File: src/rtl/morse_pkg.sv
// Shared Morse scheduler definitions: letter/pattern widths, FSM states and the
// letter-to-pattern lookup used when a queued letter is loaded for transmission.
package morse_pkg;

  localparam int LETTER_W  = 3;
  localparam int PATTERN_W = 12;

  typedef enum logic [1:0] {
    IDLE = 2'd0,
    SEND = 2'd1,
    GAP  = 2'd2
  } state_t;

  // Patterns are sent MSB first; each 1 is a tone bit period, each 0 silence.
  function automatic logic [PATTERN_W-1:0] letterPattern(input logic [LETTER_W-1:0] letter);
    logic [PATTERN_W-1:0] pat;
    case (letter)
      3'd0:    pat = 12'b101110000000;
      3'd1:    pat = 12'b111010101000;
      3'd2:    pat = 12'b111010111010;
      3'd3:    pat = 12'b111010100000;
      3'd4:    pat = 12'b100000000000;
      3'd5:    pat = 12'b101011101000;
      3'd6:    pat = 12'b111011101000;
      default: pat = 12'b101010100000;
    endcase
    return pat;
  endfunction

endpackage

File: src/rtl/morse_letter_fifo.sv
// Letter queue between the request arbiter and the Morse sender: wrap-around
// pointers plus an occupancy count so full/empty are unambiguous.
module morse_letter_fifo
  import morse_pkg::*;
#(
  parameter int FIFO_DEPTH = 4
) (
  input  logic                i_ClockIn,
  input  logic                i_Reset,
  input  logic                i_push,
  input  logic                i_pop,
  input  logic [LETTER_W-1:0] i_din,
  output logic [LETTER_W-1:0] o_dout,
  output logic                o_full,
  output logic                o_empty
);

  localparam int PTR_W = (FIFO_DEPTH > 1) ? $clog2(FIFO_DEPTH) : 1;
  localparam int CNT_W = $clog2(FIFO_DEPTH + 1);

  logic [LETTER_W-1:0] r_mem [FIFO_DEPTH];
  logic [PTR_W-1:0]    r_wrPtr;
  logic [PTR_W-1:0]    r_rdPtr;
  logic [CNT_W-1:0]    r_count;
  logic                w_doPush;
  logic                w_doPop;

  assign o_full   = (r_count == CNT_W'(FIFO_DEPTH));
  assign o_empty  = (r_count == '0);
  assign o_dout   = r_mem[r_rdPtr];
  assign w_doPush = i_push && !o_full;
  assign w_doPop  = i_pop && !o_empty;

  always_ff @(posedge i_ClockIn) begin
    if (w_doPush) begin
      r_mem[r_wrPtr] <= i_din;
    end
  end

  always_ff @(posedge i_ClockIn) begin
    if (i_Reset) begin
      r_wrPtr <= '0;
      r_rdPtr <= '0;
      r_count <= '0;
    end else begin
      if (w_doPush) begin
        r_wrPtr <= (r_wrPtr == PTR_W'(FIFO_DEPTH - 1)) ? '0 : r_wrPtr + 1'b1;
      end
      if (w_doPop) begin
        r_rdPtr <= (r_rdPtr == PTR_W'(FIFO_DEPTH - 1)) ? '0 : r_rdPtr + 1'b1;
      end
      // A push and pop in the same cycle cancel out in the occupancy.
      case ({w_doPush, w_doPop})
        2'b10:   r_count <= r_count + 1'b1;
        2'b01:   r_count <= r_count - 1'b1;
        default: r_count <= r_count;
      endcase
    end
  end

endmodule

File: src/rtl/morse_msg_scheduler.sv
// Two-requester Morse letter scheduler: round-robin arbiter into a letter FIFO,
// then an IDLE/SEND/GAP sender that shifts each 12-bit pattern out at the bit rate.
module morse_msg_scheduler
  import morse_pkg::*;
#(
  parameter int CLOCK_FREQUENCY = 500,
  parameter int FIFO_DEPTH      = 4,
  parameter int GAP_BITS        = 3
) (
  input  logic                i_ClockIn,
  input  logic                i_Reset,
  input  logic                i_ReqA,
  input  logic                i_ReqB,
  input  logic [LETTER_W-1:0] i_LetterA,
  input  logic [LETTER_W-1:0] i_LetterB,
  output logic                o_GntA,
  output logic                o_GntB,
  output logic                o_Full,
  output logic                o_Busy,
  output logic                o_DotDashOut,
  output logic                o_NewBitOut
);

  localparam int BIT_CYCLES = CLOCK_FREQUENCY / 2;
  localparam int GAP_CYCLES = GAP_BITS * BIT_CYCLES;
  localparam int RATE_W     = (BIT_CYCLES > 1) ? $clog2(BIT_CYCLES) : 1;
  localparam int GAP_W      = (GAP_CYCLES > 1) ? $clog2(GAP_CYCLES) : 1;
  localparam int BITCNT_W   = $clog2(PATTERN_W + 1);

  localparam logic [RATE_W-1:0] RATE_LOAD = RATE_W'(BIT_CYCLES - 1);
  localparam logic [GAP_W-1:0]  GAP_LOAD  = GAP_W'(GAP_CYCLES - 1);

  state_t                r_state;
  logic [PATTERN_W-1:0]  r_shiftReg;
  logic [BITCNT_W-1:0]   r_bitCount;
  logic [RATE_W-1:0]     r_rateCount;
  logic [GAP_W-1:0]      r_gapCount;
  logic                  r_dotDash;
  logic                  r_newBit;
  logic                  r_lastGntB;

  logic                  w_gntA;
  logic                  w_gntB;
  logic                  w_push;
  logic                  w_pop;
  logic [LETTER_W-1:0]   w_pushLetter;
  logic [LETTER_W-1:0]   w_fifoDout;
  logic                  w_fifoFull;
  logic                  w_fifoEmpty;

  // Full is the pre-pop occupancy, so a cycle that pops a full FIFO grants nothing.
  always_comb begin
    w_gntA = 1'b0;
    w_gntB = 1'b0;
    if (!i_Reset && !w_fifoFull) begin
      if (i_ReqA && i_ReqB) begin
        if (r_lastGntB) begin
          w_gntA = 1'b1;
        end else begin
          w_gntB = 1'b1;
        end
      end else if (i_ReqA) begin
        w_gntA = 1'b1;
      end else if (i_ReqB) begin
        w_gntB = 1'b1;
      end
    end
  end

  assign w_push       = w_gntA || w_gntB;
  assign w_pushLetter = w_gntA ? i_LetterA : i_LetterB;
  assign w_pop        = (r_state == IDLE) && !w_fifoEmpty;

  morse_letter_fifo #(
    .FIFO_DEPTH(FIFO_DEPTH)
  ) u_fifo (
    .i_ClockIn(i_ClockIn),
    .i_Reset  (i_Reset),
    .i_push   (w_push),
    .i_pop    (w_pop),
    .i_din    (w_pushLetter),
    .o_dout   (w_fifoDout),
    .o_full   (w_fifoFull),
    .o_empty  (w_fifoEmpty)
  );

  // Tone and bit-strobe are registered views of the SEND state, so both lag the
  // shift register by one cycle and stay aligned with each other.
  always_ff @(posedge i_ClockIn) begin
    if (i_Reset) begin
      r_state     <= IDLE;
      r_shiftReg  <= '0;
      r_bitCount  <= '0;
      r_rateCount <= '0;
      r_gapCount  <= '0;
      r_dotDash   <= 1'b0;
      r_newBit    <= 1'b0;
      r_lastGntB  <= 1'b1;
    end else begin
      if (w_push) begin
        r_lastGntB <= w_gntB;
      end
      r_dotDash <= (r_state == SEND) && r_shiftReg[PATTERN_W-1];
      r_newBit  <= (r_state == SEND) && (r_rateCount == '0);
      case (r_state)
        IDLE: begin
          if (!w_fifoEmpty) begin
            r_shiftReg  <= letterPattern(w_fifoDout);
            r_bitCount  <= BITCNT_W'(PATTERN_W);
            r_rateCount <= RATE_LOAD;
            r_state     <= SEND;
          end
        end
        SEND: begin
          if (r_rateCount == '0) begin
            r_shiftReg  <= {r_shiftReg[PATTERN_W-2:0], 1'b0};
            r_bitCount  <= r_bitCount - 1'b1;
            r_rateCount <= RATE_LOAD;
            if (r_bitCount == BITCNT_W'(1)) begin
              r_gapCount <= GAP_LOAD;
              r_state    <= GAP;
            end
          end else begin
            r_rateCount <= r_rateCount - 1'b1;
          end
        end
        GAP: begin
          if (r_gapCount == '0) begin
            r_state <= IDLE;
          end else begin
            r_gapCount <= r_gapCount - 1'b1;
          end
        end
        default: r_state <= IDLE;
      endcase
    end
  end

  assign o_GntA       = w_gntA;
  assign o_GntB       = w_gntB;
  assign o_Full       = w_fifoFull;
  assign o_Busy       = !w_fifoEmpty || (r_state != IDLE);
  assign o_DotDashOut = r_dotDash;
  assign o_NewBitOut  = r_newBit;

endmodule

File: config.mk
export PLATFORM = sky130hd
export DESIGN_NAME = morse_msg_scheduler
export DESIGN_NICKNAME = d
export VERILOG_FILES = /design/src/rtl/morse_pkg.sv /design/src/rtl/morse_letter_fifo.sv /design/src/rtl/morse_msg_scheduler.sv
export SDC_FILE = /design/constraint.sdc
export NUM_CORES = 1
export LEC_CHECK = 0
export BUFFER_PORTS_ARGS = -buffer_cell sky130_fd_sc_hd__buf_2
export CAP_MARGIN = 20
export CORE_MARGIN = 10
export CORE_UTILIZATION = 60
export DETAILED_ROUTE_END_ITERATION = 7
export GPL_TIMING_DRIVEN = 0
export PLACE_DENSITY = 0.79
export SLEW_MARGIN = 20
export SYNTH_ARGS = -nofsm -noshare
export SYNTH_HDL_FRONTEND = slang
export SYNTH_SLANG_ARGS = --single-unit
File: constraint.sdc
create_clock -name i_ClockIn -period 2.88 [get_ports i_ClockIn]
set_clock_uncertainty 0.15 [all_clocks]
set_input_delay 0.576 -clock i_ClockIn [delete_from_list [all_inputs] [get_ports i_ClockIn]]
set_output_delay 0.576 -clock i_ClockIn [all_outputs]
set_load 0.1 [all_outputs]
# Word level (Yosys, flattened, before mapping)
# Memory sizes are Yosys's and may differ from the RTL's. A register that Yosys moved wholly into a read port is not among the register bits.
# Cells that the tools add are included.
word_totals:
  register_bits: 46
  mem_bits_rw: 12
  in_bits: 10
  output_inout_bits: 6
  elab_cells: 99
  n_memories: 1
mem_list:
  columns: ["name", "depth", "width", "rd", "rd_clocked_by_memory_dff", "wr", "line_no", "source"]
  rows:
  - ["u_fifo.r_mem", 4, 3, 1, 1, 1, "morse_letter_fifo.sv:21", "logic [LETTER_W-1:0] r_mem [FIFO_DEPTH];"]
classes:
  addsub: 7
  n_eq_ne: 19
  n_mux: 36
  n_reduce_logical: 25
op_table:
  columns: ["cell", "count"]
  rows:
  - ["$pmux 11 s7", 1]
  - ["$mux 10", 3]
  - ["$mux 12", 2]
  - ["$pmux 12 s2", 1]
  - ["$pmux 10 s2", 1]
  - ["$mux 2", 8]
  - ["$mux 8", 2]
  - ["$pmux 8 s2", 1]
  - ["$eq 3x3->1 const B", 4]
  - ["$mux 1", 11]
  - ["$logic_not 10->1", 1]
  - ["$sub 10x1->10 const B", 1]
  - ["$eq 2x2->1 const B", 4]
  - ["$logic_not 8->1", 1]
  - ["$mux 4", 2]
  - ["$pmux 4 s2", 1]
  - ["$reduce_and 4->1", 2]
  - ["$reduce_bool 2->1", 4]
  - ["$sub 8x1->8 const B", 1]
  - ["$logic_and 1x1->1", 7]
  - ["$eq 3x2->1 const B", 2]
  - ["$logic_not 3->1", 2]
  - ["$ne 2x2->1 const B", 3]
  - ["$pmux 2 s3", 1]
  - ["15 further kinds", 21]

# Logic depth before layout (Yosys ltp)
# Gate-level depths: netlist of run 1.
depth:
  ltp_word: 8
  ltp_mapped: 10
  ltp_nobuf: 8

# Hierarchy
# Synthesis of run 1 repeated with hierarchy kept, for this count alone.
hier_totals:
  cells_unflattened: 307
  area_unflattened_um2: 2907.8
by_module_without_submodules:
  columns: ["module", "instances", "cells_each", "area_per_inst_um2", "seq_area_each_um2"]
  rows:
  - ["morse_msg_scheduler", 1, 238, 1981.9, 760.7]
  - ["morse_letter_fifo", 1, 69, 925.9, 540.5]

# Least setup slack after synthesis of run 1
# Ideal clock, no wire load.
synth_timing:
  path_kind: "flip-flop to flip-flop"
  start: "reg u_fifo.r_count[0]"
  end: "reg u_fifo.r_count[2]"
  arrival_ps: 4163
  required_ps: 2660
  setup_slack_ps: -1503
  path_stages_with_launch: 9
  n_path_buf: 0
  path_cell_list: "dfxtp_1 -> nor3b_1 -> nor3_1 -> inv_1 -> ha_1 -> fa_1 -> xnor2_1 -> or3_1 -> a21oi_1"
synth_via:
  elab_chain_cells: 8
synth_lines:
  columns: ["element", "line_no", "source"]
  rows:
  - ["from (decl)", "morse_letter_fifo.sv:24", "logic [CNT_W-1:0] r_count;"]
  - ["from (signal assigned)", "morse_letter_fifo.sv:54", "2'b10: r_count <= r_count + 1'b1;"]
  - ["from (signal assigned)", "morse_letter_fifo.sv:55", "2'b01: r_count <= r_count - 1'b1;"]
  - ["from (signal assigned)", "morse_letter_fifo.sv:56", "default: r_count <= r_count;"]
  - ["$eq 3x3->1 *", "morse_letter_fifo.sv:28", "assign o_full = (r_count == CNT_W'(FIFO_DEPTH));"]
  - ["net o_Full", "morse_msg_scheduler.sv:18", "output logic o_Full,"]
  - ["$logic_not 1->1 *", "morse_letter_fifo.sv:31, morse_msg_scheduler.sv:55", null]
  - ["$logic_and 1x1->1", "morse_msg_scheduler.sv:55", "if (!i_Reset && !w_fifoFull) begin"]
  - ["$mux 1", "morse_msg_scheduler.sv:55", null]
  - ["$logic_or 1x1->1", "morse_msg_scheduler.sv:70", "assign w_push = w_gntA || w_gntB;"]
  - ["$logic_and 1x1->1 *", "morse_letter_fifo.sv:31", "assign w_doPush = i_push && !o_full;"]
  - ["$eq 2x1->1 / $eq 2x2->1 (equally long branches)", "morse_letter_fifo.sv:53", "case ({w_doPush, w_doPop})"]
  - ["$pmux 3 s2 / $reduce_bool 2->1 (equally long branches)", null, null]
# The timed path passes the listed nets; every way through them passes the cells marked *.
# A chain may end at the register's enable or synchronous reset.

# Worst setup path in the final report of run 1
layout_timing:
  start: "reg u_fifo.r_count[0]"
  end: "reg u_fifo.r_count[2]"
layout_via:
  elab_chain_cells: 8
layout_lines:
  columns: ["element", "line_no"]
  rows:
  - ["$eq 3x3->1", "morse_letter_fifo.sv:28"]
  - ["$logic_not 1->1", "morse_letter_fifo.sv:31, morse_msg_scheduler.sv:55"]
  - ["$logic_and 1x1->1", "morse_msg_scheduler.sv:55"]
  - ["$mux 1", "morse_msg_scheduler.sv:55"]
  - ["$logic_or 1x1->1", "morse_msg_scheduler.sv:70"]
  - ["$logic_and 1x1->1", "morse_letter_fifo.sv:31"]
  - ["$eq 2x1->1 / $eq 2x2->1 (equally long branches)", "morse_letter_fifo.sv:53"]
  - ["$pmux 3 s2 / $reduce_bool 2->1 (equally long branches)", null]
# Parallel ways exist; a longest one is shown, timed or not.

==> results of run 1 <==
## Yosys cell counts (all sizes together), types with 5 or more instances
cell type	n	area share [%]
nor4	5	1.8
inv	16	2.1
xnor2	6	1.8
nor4b	5	2.0
a311oi	5	1.5
a211oi	6	1.6
xor2	5	1.5
nor3	17	3.5
nand2	16	2.1
a21oi	22	3.8
o21ai	5	0.87
edfxtp	12	13
buf	6	1.3
ha	12	5.2
nor2	21	2.7
or3	5	1.1
nand3	9	1.6
a31oi	5	1.1
dfxtp	47	33
## power breakdown
group          switching, W  leakage [nW]  internal [W]
sequential         0.000185         0.494       0.00105
combinational      0.000945         0.640      0.000562
clock              0.000324         0.116      0.000564
## worst register-to-register path: stages (launching register included)
cell and delay [ns]:
dfxtp_1 0.40, nor3_1 0.30, nand2b_1 0.24, inv_1 0.23
ha_1 0.32, fa_1 0.39, xnor2_1 0.14, or3_1 0.32
a21oi_1 0.15
## logic make-up (layout without fill, tap and decap cells)
logic type / Yosys count / count (layout) / synth area share (%)
AO/OA/AOI/OAI: 60 / 60 / 14.2
XOR/XNOR: 11 / 11 / 3.36
adder cells (fa/ha/maj): 13 / 13 / 5.93
buffers and inverters: 26 / 56 / 3.88
flip-flops: 59 / 59 / 45.3
multiplexers: 9 / 9 / 4.57
AND/OR/NAND/NOR: 109 / 109 / 22.8
## path summary, 6_finish.rpt
| path | to | from | slack (ns) | depth (start not counted) |
|---|---|---|---|---|
| worst max-delay path | u_fifo.r_count[2]$_SDFFE_PP0P_ | u_fifo.r_count[0]$_SDFFE_PP0P_ | 0.17 | 8 |
| worst max register to register | u_fifo.r_count[2]$_SDFFE_PP0P_ | u_fifo.r_count[0]$_SDFFE_PP0P_ | 0.17 | 8 |
| worst min register to register | r_shiftReg[1]$_SDFFE_PP0P_ | r_shiftReg[1]$_SDFFE_PP0P_ | 0.32 | 2 |
| worst min-delay path | r_shiftReg[1]$_SDFFE_PP0P_ | r_shiftReg[1]$_SDFFE_PP0P_ | 0.32 | 2 |
## layer usage
metal / vias up / track usage (%)
met5: - / 0
met4: 0 / 8.53
met3: 12 / 5.47
met2: 66 / 25.1
met1: 1054 / 21.6
li1: 1110 / -
## layout make-up
class / count / area [µm²] / share of cell area (%)
Tap cell: 54 / 67.6 / 2.07
Timing Repair Buffer: 15 / 75.1 / 2.31
Buffer: 9 / 47.5 / 1.46
Clock buffer: 9 / 124 / 3.80
Inverter: 16 / 60.1 / 1.84
Clock inverter: 7 / 106 / 3.27
Multi-Input combinational cell: 202 / 1480 / 45.3
Sequential cell: 59 / 1300 / 40.0
## per-stage QoR
stage               TNS [ns]  area, µm²
CTS                        0       3260
detailed placement   -0.0158       3030
finish                     0       3260
global placement           0       3030
floorplan                  0       2880
global route               0       3260
## sequential cells by signal, indices dropped and copies added, names as in the netlist, named ones only
| signal | cells |
|---|---|
| o_DotDashOut | 1 |
| o_NewBitOut | 1 |
| r_bitCount | 4 |
| r_gapCount | 10 |
| r_lastGntB | 1 |
| r_rateCount | 8 |
| r_shiftReg | 11 |
| r_state | 2 |
| u_fifo.r_count | 3 |
| u_fifo.r_mem | 12 |
| u_fifo.r_rdPtr | 2 |
| u_fifo.r_wrPtr | 2 |
## timing repair
action | CTS | global route
gates resized for setup | 0 | 1
endpoints found under the setup margin | 0 | 1
hold buffers | 0 | 0
==> impl_metrics.csv, run 1 <==
group,metric,value,unit
detailed_routing,drtIter0Drc,171,
detailed_routing,met3_length,321,µm
global_routing,grtUsageTotal,16.9,%
detailed_routing,antenna_left,0,
layout,final_cell_mix,"47 x dfxtp_1, 22 x a21oi_1, 21 x nor2_1, 17 x buf_2",
yosys,synthFlopType,"dfxtp_1",
timing,maxSlewViolCount,0,
timing,hold_viol_final,0,
power_and_ir_drop,powerDensity,1110,nW/µm²
detailed_routing,top_layer_used,"met4",
layout,fin_nets,335,
layout,fillCellCount,361,
placed_design,place.gp.congestion,0.849,
global_routing,antenna_found_initial,0,
detailed_routing,wl_met2,2900,µm
clock_network,cts_setup_buffers,0,
yosys,synth_edf_count,12,
critical_path,cp_slowest_stage_delay,0.40,ns
global_routing,grt_overflow_total,0,
critical_path,critical_path.slowest_cell,"dfxtp_1",
global_routing,grt_pass1_wl,10200,µm
yosys,async_flop_share,0,%
layout,drive_gt1_share,17.4,%
run_status,outcome,"finished, final reports clean",
placed_design,portBuffers,15,
critical_path,start_kind,"register",
critical_path,crit_required,3.00,ns
placed_design,preCtsSetupSlack,-0.0158,ns
critical_path,path_max_fanout,13,
global_routing,grt_start_max_net_pins,11,
yosys,syn-cell-area,2870,µm²
layout,syn2layout_area_growth,13.4,%
layout,layout.cells.non_filler,371,
detailed_routing,drtPass1Iterations,4,
floorplanning,fp.dieH,89.2,µm
clock_network,cts.sinks,59,
detailed_routing,finalWirelength,6170,µm
layout,num_antenna_cells,0,
critical_path,crit_chain,"nor3_1, nand2b_1, inv_1, ha_1, fa_1, xnor2_1, or3_1, a21oi_1",
clock_network,htreeDepth,3,
floorplanning,initial_utilization,61.2,%
worst_hold_path,hold_path_class,"reg -> reg",
detailed_routing,wl_per_cell,16.6,µm
timing,fmax,369,MHz
floorplanning,dieArea,7950,µm²
yosys,synthCells,287,
flow_run,max_cap_violations,0,
clock_network,insertion_delay,0.34,ns
clock_network,clockBufferDepth,2,
placed_design,dp_hpwl,4340,µm
power_and_ir_drop,leakagePower,1.25,nW
yosys,yosysUniqueCellTypes,57,
critical_path,cp.arrival,2.83,ns
critical_path,crit_type,"reg -> reg",
timing,finalCritPeriodShare,94.0,%
layout,fin_util,69.4,%
yosys,syn_area_per_cell,10.0,µm²
critical_path,cp_num_buf_inv,1,
timing,finalSetupViolations,0,
detailed_routing,viasPerCell,6.04,
critical_path,critical-path-top-delay-family,"simple AND/OR/NAND/NOR gates",
layout,final_common_cell,"dfxtp_1",
timing,period_minus_slack,2.71,ns
detailed_routing,wl_met1,2840,µm
critical_path,end_kind,"register",
timing,slew_headroom,44.0,%
power_and_ir_drop,totalPowerFinal,0.00363,W
yosys,yosys_warnings,0,
timing,rsz0062_at_grt,"no",
clock_network,cts_root_buffer,"clkbuf_8",
floorplanning,io_pins,16,
clock_network,path_clk_slew,0.07,ns
clock_network,cts_tree,"done",
floorplanning,core-area,4690,µm²
clock_network,numCtsBuffers,9,
global_routing,grt_pass1_vias,2134,
yosys,yosysSeqAreaShare,45.3,%
floorplanning,rows,25,
yosys,yosys_register_bits,59,
detailed_routing,via_count,2242,
timing,tightest_slew,0.832,ns
floorplanning,die-width,89.2,µm
timing,hold_ws,0.317,ns
yosys,syn_nets,310,
power_and_ir_drop,irDropWorstVdd,825,µV
detailed_routing,drc,0,
timing,worst_slack,0.173,ns
placed_design,dp_cells,356,
(Power assumes the default switching activity.)
==> inputs of run 2 (changes only) <==
--- a/config.mk
+++ b/config.mk
@@ -7,11 +7,13 @@
 export LEC_CHECK = 0
 export BUFFER_PORTS_ARGS = -buffer_cell sky130_fd_sc_hd__buf_2
 export CAP_MARGIN = 20
+export CELL_PAD_IN_SITES_DETAIL_PLACEMENT = 1
+export CELL_PAD_IN_SITES_GLOBAL_PLACEMENT = 1
 export CORE_MARGIN = 10
-export CORE_UTILIZATION = 60
+export CORE_UTILIZATION = 47
 export DETAILED_ROUTE_END_ITERATION = 7
 export GPL_TIMING_DRIVEN = 0
-export PLACE_DENSITY = 0.79
+export PLACE_DENSITY_LB_ADDON = 0.1
 export SLEW_MARGIN = 20
 export SYNTH_ARGS = -nofsm -noshare
 export SYNTH_HDL_FRONTEND = slang
==> impl_metrics.csv, run 2 (synthesized netlist as in run 1, its figures left out) <==
group,metric,value,unit
detailed_routing,drtPass1Iterations,4,
timing,hold_viol_final,0,
clock_network,clockBufferDepth,2,
detailed_routing,wl_per_cell,18.2,µm
critical_path,crit_required,3.00,ns
run_status,outcome,"finished, final reports clean",
layout,num_antenna_cells,0,
critical_path,critical-path-top-delay-family,"simple AND/OR/NAND/NOR gates",
power_and_ir_drop,leakagePower,1.26,nW
critical_path,crit_chain,"nor3_2, nand2b_1, clkinvlp_4, ha_1, fa_1, xnor2_1, or3_1, a21oi_1",
power_and_ir_drop,irDropWorstVdd,741,µV
floorplanning,core-area,5920,µm²
layout,fin_nets,342,
critical_path,path_max_fanout,7,
timing,fmax,374,MHz
detailed_routing,finalWirelength,7280,µm
power_and_ir_drop,powerDensity,1110,nW/µm²
critical_path,end_kind,"register",
critical_path,start_kind,"register",
timing,finalSetupViolations,0,
clock_network,path_clk_slew,0.07,ns
critical_path,critical_path.startpoint,"u_fifo.r_count[0]$_SDFFE_PP0P_",
timing,maxSlewViolCount,0,
worst_hold_path,hold_path_class,"reg -> reg",
detailed_routing,drc,0,
layout,fillCellCount,692,
timing,hold_ws,0.327,ns
worst_hold_path,min_from,"r_shiftReg[1]$_SDFFE_PP0P_",
critical_path,cp_num_buf_inv,1,
layout,largest-register,"u_fifo.r_mem",
layout,final_cell_mix,"47 x dfxtp_1, 22 x a21oi_1, 21 x nor2_1, 17 x buf_2, 16 x nand2_1",
clock_network,cts_tree,"done",
clock_network,cts_root_buffer,"clkbuf_8",
detailed_routing,drtIter0Drc,75,
global_routing,grtUsageTotal,15.1,%
layout,seq_area,1300,µm²
floorplanning,dieArea,9640,µm²
global_routing,grt_pass1_vias,2413,
timing,rsz0062_at_grt,"no",
global_routing,grt_pass1_wl,11900,µm
timing,finalCritPeriodShare,92.7,%
timing,slew_headroom,42.9,%
critical_path,cp_slowest_stage_delay,0.40,ns
clock_network,numCtsBuffers,9,
placed_design,dp_hpwl,5180,µm
clock_network,cts.sinks,59,
layout,syn2layout_area_growth,14.8,%
power_and_ir_drop,totalPowerFinal,0.00365,W
critical_path,crit_type,"reg -> reg",
detailed_routing,viasPerCell,5.77,
critical_path,r2r-start,"u_fifo.r_count[0]$_SDFFE_PP0P_",
global_routing,grt_start_max_net_pins,11,
layout,largest_reg_flops,12,
floorplanning,die-width,98.2,µm
floorplanning,rows,28,
floorplanning,fp.dieH,98.2,µm
layout,multiInputGateArea,1480,µm²
layout,drive_gt1_share,19.8,%
floorplanning,initial_utilization,48.5,%
layout,fin_util,55.7,%
detailed_routing,antenna_left,0,
placed_design,portBuffers,15,
placed_design,place.gp.congestion,0.775,
clock_network,insertion_delay,0.34,ns
detailed_routing,via_count,2304,
timing,period_minus_slack,2.67,ns
timing,tns,0,ns
layout,final_common_cell,"dfxtp_1",
critical_path,critical_path.slowest_cell,"dfxtp_1",
flow_run,max_cap_violations,0,
global_routing,grt_overflow_total,0,
layout,reg_top3,"u_fifo.r_mem (12), r_shiftReg (11), r_gapCount (10)",
clock_network,htreeDepth,3,
floorplanning,io_pins,16,
clock_network,cts_hold_buffers,0,
timing,tightest_slew,0.849,ns
critical_path,cp.arrival,2.79,ns
global_routing,antenna_found_initial,0,
## run 2: cell count changes in the layout (fill, tap and decap cells not counted)
cell | previous run | this run
buf_4 | 1 | 8
bufinv_16 | 3 | 1
clkinv_2 | 1 | 2
clkinvlp_4 | 0 | 2
inv_1 | 16 | 15
nor3_1 | 14 | 13
nor3_2 | 2 | 3
## run 2: what timing repair did
item | 4_1_cts | 5_1_grt
endpoints found under the setup margin | 1 | 1
buffers inserted | 0 | 7
endpoints found under the hold margin | 0 | 0
resized for setup | 1 | 2
## run 2: worst paths after layout
path	slack, ns	end	depth (start not counted)
max	0.21	u_fifo.r_count[2]$_SDFFE_PP0P_	8
min	0.33	r_shiftReg[1]$_SDFFE_PP0P_	2
max reg2reg	0.21	u_fifo.r_count[2]$_SDFFE_PP0P_	8
min reg2reg	0.33	r_shiftReg[1]$_SDFFE_PP0P_	2
## run 2: layer usage
layer / track usage (%) / vias up / part of all wire [%]
met2: 25.7 / 28 / 50
met5: 0 / - / 0
met3: 3.31 / 8 / 2.5
met1: 18.0 / 1139 / 47
li1: - / 1129 / -
met4: 5.62 / 0 / 0.95
## run 2: where the power goes
part | leakage (nW) | switching (W) | internal (W)
logic | 0.669 | 0.00103 | 0.000662
clock network | 0.0915 | 0.000334 | 0.000387
registers | 0.494 | 0.000188 | 0.00105
total | 1.26 | 0.00155 | 0.00210
## run 2: cell type report
type	instances	share of cell area, %
plain buffers	9	1.44
clock buffers	9	3.76
clock inverters	7	1.78
inverters	16	1.94
multi-input cells	202	44.9
flip-flops and latches	59	39.5
well taps	75	2.85
repair buffers	22	3.87
## run 2: stage by stage
step                cells  area (µm²)  setup slack [ns]
global route          399        3300          0.000311
global placement      377        3050           0.00181
detailed placement    377        3050           -0.0212
finish                399        3300             0.209
CTS                   393        3240            0.0554
floorplan             287        2880             0.135
## run 2: worst min-delay path, cell delays in order, from the launching register on
cell and delay [ns]:
dfxtp_1 0.32, nand3_1 0.06, a21oi_1 0.05
